$ cat src/rtl/param_splitter_pkg.sv
// Shared types and sizing helpers for the toggle pulse splitter.
// Timestamp width is chosen so that the worst-case scheduling distance never aliases.
package param_splitter_pkg;

  function automatic int ts_width(input int dw, input int depth);
    return dw + $clog2(depth) + 1;
  endfunction

  function automatic int max_delay(input int dw);
    return (1 << dw) - 1;
  endfunction

  localparam int DELAY_W_DEF = 4;
  localparam int DEPTH_DEF   = 4;
  localparam int MAX_DELAY   = max_delay(DELAY_W_DEF);
  localparam int TS_W_DEF    = ts_width(DELAY_W_DEF, DEPTH_DEF);

  typedef struct packed {
    logic [TS_W_DEF-1:0] due_ts;
  } q_entry_t;

endpackage

$ cat src/rtl/param_splitter_if.sv
// Pulse input, per-channel controls and toggle outputs of the splitter.
// master drives stimulus, slave is the splitter itself.
interface param_splitter_if #(
  parameter int N_OUT   = 2,
  parameter int DELAY_W = 4
);
  logic                     in_i;
  logic [N_OUT-1:0]         en_i;
  logic [N_OUT*DELAY_W-1:0] delay_i;
  logic                     clr_ovf_i;
  logic [N_OUT-1:0]         out_o;
  logic [N_OUT-1:0]         busy_o;
  logic [N_OUT-1:0]         overflow_o;

  modport master (
    output in_i, en_i, delay_i, clr_ovf_i,
    input  out_o, busy_o, overflow_o
  );

  modport slave (
    input  in_i, en_i, delay_i, clr_ovf_i,
    output out_o, busy_o, overflow_o
  );
endinterface

$ cat src/rtl/param_splitter_channel.sv
// One output channel: FIFO of due timestamps, ordering counter,
// toggle output, busy and sticky overflow.
module splitter_channel #(
  parameter int DELAY_W = 4,
  parameter int DEPTH   = 4,
  parameter int TS_W    = 7
) (
  input  logic               clk,
  input  logic               rst_n,
  input  logic               pulse_i,
  input  logic               en_i,
  input  logic [DELAY_W-1:0] delay_i,
  input  logic               clr_ovf_i,
  input  logic [TS_W-1:0]    ts_i,
  output logic               out_o,
  output logic               busy_o,
  output logic               overflow_o
);
  localparam int AW = $clog2(DEPTH);
  localparam int CW = AW + 1;

  logic [TS_W-1:0] fifo_q [DEPTH];
  logic [AW-1:0]   rd_q, wr_q;
  logic [CW-1:0]   cnt_q, cnt_d;
  logic [TS_W-1:0] last_q, last_d;
  logic [TS_W-1:0] rel, dext;
  logic            tog_q, ovf_q;
  logic            empty, full, sched;
  logic            pop, push, bypass, drop;

  always_comb begin
    dext   = TS_W'(delay_i);
    empty  = (cnt_q == '0);
    full   = (cnt_q == CW'(DEPTH));
    sched  = pulse_i & en_i;
    drop   = sched & full;
    pop    = !empty && (fifo_q[rd_q] == ts_i);
    // last_q counts cycles to the newest pending delivery
    if (empty)
      rel = dext;
    else if (dext > last_q)
      rel = dext;
    else
      rel = last_q + TS_W'(1);
    bypass = sched & empty & (rel == '0);
    push   = sched & ~full & ~bypass;
    cnt_d  = cnt_q + CW'(push) - CW'(pop);
    if (push)
      last_d = rel - TS_W'(1);
    else if (last_q != '0)
      last_d = last_q - TS_W'(1);
    else
      last_d = '0;
  end

  always_ff @(posedge clk or negedge rst_n) begin
    if (!rst_n) begin
      for (int k = 0; k < DEPTH; k++)
        fifo_q[k] <= '0;
      rd_q   <= '0;
      wr_q   <= '0;
      cnt_q  <= '0;
      last_q <= '0;
      tog_q  <= 1'b0;
      ovf_q  <= 1'b0;
    end else begin
      cnt_q  <= cnt_d;
      last_q <= last_d;
      if (push) begin
        fifo_q[wr_q] <= ts_i + rel;
        wr_q         <= wr_q + AW'(1);
      end
      if (pop)
        rd_q <= rd_q + AW'(1);
      if (pop | bypass)
        tog_q <= ~tog_q;
      ovf_q <= drop | (ovf_q & ~clr_ovf_i);
    end
  end

  assign out_o      = tog_q;
  assign busy_o     = (cnt_q != '0);
  assign overflow_o = ovf_q;

endmodule

$ cat src/rtl/param_splitter.sv
// Fans one toggle-encoded pulse stream out to N_OUT delayed,
// order-preserving toggle outputs sharing one timestamp counter.
module param_splitter #(
  parameter int N_OUT   = 2,
  parameter int DELAY_W = 4,
  parameter int DEPTH   = 4
) (
  input  logic              clk,
  input  logic              rst_n,
  param_splitter_if.slave   bus
);
  import param_splitter_pkg::*;

  localparam int TS_W = ts_width(DELAY_W, DEPTH);

  logic            in_q;
  logic [TS_W-1:0] ts_q;
  logic            pulse;
  logic [N_OUT-1:0] out_w, busy_w, ovf_w;

  assign pulse = bus.in_i ^ in_q;

  always_ff @(posedge clk or negedge rst_n) begin
    if (!rst_n) begin
      in_q <= 1'b0;
      ts_q <= '0;
    end else begin
      in_q <= bus.in_i;
      ts_q <= ts_q + TS_W'(1);
    end
  end

  for (genvar i = 0; i < N_OUT; i++) begin : g_ch
    splitter_channel #(
      .DELAY_W (DELAY_W),
      .DEPTH   (DEPTH),
      .TS_W    (TS_W)
    ) u_ch (
      .clk        (clk),
      .rst_n      (rst_n),
      .pulse_i    (pulse),
      .en_i       (bus.en_i[i]),
      .delay_i    (bus.delay_i[i*DELAY_W +: DELAY_W]),
      .clr_ovf_i  (bus.clr_ovf_i),
      .ts_i       (ts_q),
      .out_o      (out_w[i]),
      .busy_o     (busy_w[i]),
      .overflow_o (ovf_w[i])
    );
  end

  assign bus.out_o      = out_w;
  assign bus.busy_o     = busy_w;
  assign bus.overflow_o = ovf_w;

endmodule

$ cat src/flat_wrapper.sv
// flat-port wrapper written by rule: the top's interface ports become plain ports
module param_splitter_flat import param_splitter_pkg::*;
#(
  parameter int N_OUT   = 2,
  parameter int DELAY_W = 4,
  parameter int DEPTH   = 4
)
  (clk, rst_n, bus_in_i, bus_en_i, bus_delay_i, bus_clr_ovf_i, bus_out_o, bus_busy_o, bus_overflow_o);
  param_splitter_if #(.N_OUT(N_OUT), .DELAY_W(DELAY_W)) bus_i ();
  input  logic clk;
  input  logic rst_n;
  input wire logic [$bits(bus_i.in_i)-1:0] bus_in_i;
  input wire logic [$bits(bus_i.en_i)-1:0] bus_en_i;
  input wire logic [$bits(bus_i.delay_i)-1:0] bus_delay_i;
  input wire logic [$bits(bus_i.clr_ovf_i)-1:0] bus_clr_ovf_i;
  output wire logic [$bits(bus_i.out_o)-1:0] bus_out_o;
  output wire logic [$bits(bus_i.busy_o)-1:0] bus_busy_o;
  output wire logic [$bits(bus_i.overflow_o)-1:0] bus_overflow_o;
  assign bus_i.in_i = bus_in_i;
  assign bus_i.en_i = bus_en_i;
  assign bus_i.delay_i = bus_delay_i;
  assign bus_i.clr_ovf_i = bus_clr_ovf_i;
  assign bus_out_o = bus_i.out_o;
  assign bus_busy_o = bus_i.busy_o;
  assign bus_overflow_o = bus_i.overflow_o;
  param_splitter #(.N_OUT(N_OUT), .DELAY_W(DELAY_W), .DEPTH(DEPTH)) u_core (.clk(clk), .rst_n(rst_n), .bus(bus_i));
endmodule
$ cat config.mk
export PLATFORM = sky130hd
export DESIGN_NAME = param_splitter_flat
export DESIGN_NICKNAME = d
export VERILOG_FILES = /design/src/rtl/param_splitter_pkg.sv /design/src/rtl/param_splitter_if.sv /design/src/rtl/param_splitter_channel.sv /design/src/rtl/param_splitter.sv /design/src/flat_wrapper.sv
export SDC_FILE = /design/constraint.sdc
export NUM_CORES = 1
export LEC_CHECK = 0
export ABC_AREA = 1
export BUFFER_PORTS_ARGS = -buffer_cell sky130_fd_sc_hd__buf_4
export CORE_UTILIZATION = 55
export CTS_CLUSTER_SIZE = 8
export DETAILED_ROUTE_END_ITERATION = 8
export PLACE_DENSITY = 0.79
export SLEW_MARGIN = 20
export SYNTH_ARGS = -nofsm -noshare
export SYNTH_HDL_FRONTEND = slang
export SYNTH_SLANG_ARGS = --single-unit
$ cat constraint.sdc
create_clock -name clk -period 4.5 [get_ports clk]
set_clock_uncertainty 0.15 [all_clocks]
set_input_delay 0.45 -clock clk [delete_from_list [all_inputs] [get_ports clk]]
set_output_delay 0.45 -clock clk [all_outputs]
set_load 0.005 [all_outputs]
==> impl_results.md <==
* CTS tree: yes
* Clk Latency, worst-skew pair at about 0.35 ns
* Synth unique cells at 37
* NetSw at approximately 2.8 mW
* DRC viols at 2
* Sw frac at between 40% and 50%
* Nets at about 940
* WL/cell at approximately 14 microns
* Minimum clock period at 4.10 ns
* Top cell type's share of synthesized area at 35.7%
* # H-tree levels at 3
* Setup TNS at 0 ns
* Failing checks: DRC, hold timing
* Core Region at ~12000 sq um
* Hold buffers post-CTS at 0
* Largest net degree at the start of global routing at 60
* RSZ-0062 raised after global routing: no
* Die X at about 110 microns
* Register area share after synthesis at ~36%
* Initial antenna violation count at 0
* Internal Power at about 2.9 mW
* Clock Tree Root: clkbuf_16
* Final number of max-transition violations at 0
* TritonCTS Sinks at 96
* Post-synthesis net count at 944
* FF+latch count, synth at 96
* Class of the worst hold path: input pin to asynchronous set/reset pin
* Vias/cell at about 5.5
* Post-route insts no fill at 1035
* Post-CTS Repair Setup Buffers at 0
* Synth Warn # at 0
* VDD IR max at between 300 and 400 uV
* Status: complete, but fails checks
* Max FO, Critical Path at 35
* Critical Path Max Stage Delay at 0.39 ns
* Number of vias after detailed routing at 5648
* Hpwl dp at 10.7 mm
* WHS at -0.000178 ns
* Sequential power share at 26.4%
* Slowest CP cell: dfrtp_1
* Post-DRT Antenna Nets at 0
* Worst Max-Slew Pin Slew at 0.725 ns
* Max Cap Viol at 0
* ANT cells at 0
* Grt total ovfl at 0
* Clk pin slew, worst setup/hold paths at about 0.07 ns
* Dpl cell area at approximately 6900 sq um
* Startpoint Class: register
* Post-synthesis cell count at around 890
* Vias in the first global route at roughly 5.3k
* WP data required at 4.59 ns
* Synth top area cells: dfrtp_1 (36%), nand2_1 (18%), ha_1 (7.6%)
* Final setup viols at 0
* Global-route wire length before repair at between 20 and 30 mm
* Layout fillers at 1048
* Largest area contributor in the netlist: dfrtp_1
* 1st-iter DRT viols at 345
* Post-CTS Resized at 0
* Routed wire length at about 15 mm
* Ports at 20
* Worst slew margin at around half
* Commonest register cell after synthesis: dfrtp_1
* Layout area overhead at 6.99%
* Post-synth EDFFs at 0
* Critical path class: register to register
* Design area at 7200 sq um
* Placed cell count at 1020
* Cell mode on critical path: ha_1
* Synth Cell Area at a little under 7000 sq um
* Fraction of registers with async set/reset at 100%
* Maximum clock rate at about 240 MHz
* Pwr Density at 793 nW/um^2
* Arr. time, crit path at between 4 and 5 ns
* Mean Syn Cell Area at 7.61 sq um
* Crit-path cells: clkinv_1 > ha_1 > nand2_1 > nor2_2 > nand4_2 > nand2_4 > nand2_8 > nand2_1 > o21ai_1 > inv_1 > ha_1 > nand2_1 > nor2_1 > nand2_8 > nand2_4 > ha_1 > inv_1 > ha_1 > inv_1 > fa_1 > xnor2_1 > xor2_1
* Port buffer count at 19
* Die Span Y at 113 microns
* LEAKAGE at between 3 and 4 nW
* Number of cell rows at 40
* TritonCTS Buffers at 9
* Clock power frac at between 10% and 20%
* Starting Density at roughly 56%
* Share of cells above drive strength 1 at a little over a tenth
* Longest Clk Path Bufs at 2
* Routability cong. at roughly 0.94
* Crit end category: register
* GRT Total Usage at about 25%
* Fin crit share at between 90% and 100%
* DRT Pass-1 Iters at 7
* Power, Total at around 5.7 mW
* Final Hold Fails at 1
* Combinational Power Share at 58.9%
* Die area at 12700 sq um
-- through the flow --
stage          hold slack [ns]  worst slack (ns)  util [%]
6_report             -0.000178             0.399      60.2
5_1_grt                 0.0675            0.0354      60.2
4_1_cts                 0.0496             0.397      60.2
3_5_place_dp             0.309             0.389      57.6
3_3_place_gp             0.304             0.490      57.6
2_1_floorplan          0.00441             0.757         -
-- area by class of cell --
type                            instances  area, sq um  area share, %
Clock buffer                           10          239           3.32
Tap cell                              147          184           2.55
Timing Repair Buffer                   25          188           2.61
Sequential cell                        96         2400           33.3
Inverter                               83          342           4.74
Clock inverter                          5         81.3           1.13
Multi-Input combinational cell        669         3770           52.3
-- flip-flops by register name, indices dropped and copies added (netlist names) --
| register | cells |
|---|---|
| u_core.g_ch.u_ch.wr_q | 4 |
| u_core.in_q | 1 |
| u_core.g_ch.u_ch.rd_q | 4 |
| u_core.ts_q | 7 |
| u_core.g_ch.u_ch.cnt_q | 6 |
| u_core.g_ch.u_ch.fifo_q | 56 |
| u_core.g_ch.u_ch.out_o | 2 |
| u_core.g_ch.u_ch.overflow_o | 2 |
| u_core.g_ch.u_ch.last_q | 14 |
-- synthesized netlist by cell type, types with 3 or more instances --
master	instances
nand2_1	317
dfrtp_1	96
nand3_1	80
inv_1	71
nand4_1	62
ha_1	41
nor2_1	41
xor2_1	37
a21oi_1	13
buf_4	11
nand2_2	11
clkbuf_2	10
o21ai_0	10
clkbuf_1	9
nand3_2	9
nor3_1	7
inv_2	6
nand2_4	6
xnor2_1	6
buf_6	4
fa_1	4
nand2_8	4
or2_2	4
buf_2	3
clkinv_1	3
nor2_8	3
-- layer usage --
metal | up-vias | track usage, % | share of wire, %
met5 | - | 0 | 0
met4 | 0 | 10.5 | 2.3
met3 | 31 | 3.29 | 4.2
met2 | 152 | 40.5 | 47
met1 | 2599 | 35.1 | 46
li1 | 2866 | - | -
-- worst paths after layout --
| kind | startpoint | to | slack, ns | cells after the start |
|---|---|---|---|---|
| hold / removal | rst_n | u_core.g_ch[1].u_ch.fifo_q[26] | -0.0002 | 1 |
| max in group asynchronous | rst_n | u_core.g_ch[0].u_ch.fifo_q[2] | 3.24 | 2 |
| setup / recovery | u_core.g_ch[0].u_ch.last_q[3] | u_core.g_ch[0].u_ch.cnt_q[2] | 0.40 | 22 |
| setup reg to reg | u_core.g_ch[0].u_ch.last_q[3] | u_core.g_ch[0].u_ch.cnt_q[2] | 0.40 | 22 |
| hold reg to reg | u_core.g_ch[1].u_ch.fifo_q[22] | u_core.g_ch[1].u_ch.fifo_q[22] | 0.32 | 2 |
| min in group clk | bus_in_i | u_core.in_q | 0.06 | 1 |
-- cell families after synthesis --
logic type | Yosys count | share of synthesized area, %
buf+inv | 120 | 8.44
fa+ha+maj | 45 | 8.81
simple gates | 549 | 38.8
compound gates | 32 | 2.69
flops | 96 | 35.7
xor+xnor | 43 | 5.59
-- critical path, delay by kind of cell, from the launching register on --
family	cells	cell delay, ns
compound gates	1	0.11
xor+xnor	2	0.28
fa+ha+maj	5	1.25
buf+inv	4	0.45
flops	1	0.39
simple gates	10	1.34
-- layout by cell type, fill, tap and decap left out, types with 6 or more instances in the layout --
master | netlist | final
inv_2 | 6 | 6
xnor2_1 | 6 | 6
nor3_1 | 7 | 7
o21ai_0 | 10 | 10
dfrtp_1 | 96 | 96
ha_1 | 41 | 41
buf_4 | 11 | 25
nand2_1 | 317 | 317
nand2_2 | 11 | 11
nand3_1 | 80 | 80
xor2_1 | 37 | 37
inv_1 | 71 | 71
nand4_1 | 62 | 62
nand2_4 | 6 | 6
nand3_2 | 9 | 9
clkbuf_16 | 0 | 9
a21oi_1 | 13 | 13
nor2_1 | 41 | 39
-- power groups by stage --
stage	Combinational [mW]	Clock [mW]	Sequential [mW]
3_3_place_gp	3.26	0	1.51
4_1_cts	3.34	0.844	1.50
3_5_place_dp	3.31	0	1.51
5_1_grt	3.80	0.878	1.55
2_1_floorplan	2.66	0	1.43
6_report	3.37	0.841	1.51
(Power assumes the default switching activity.)
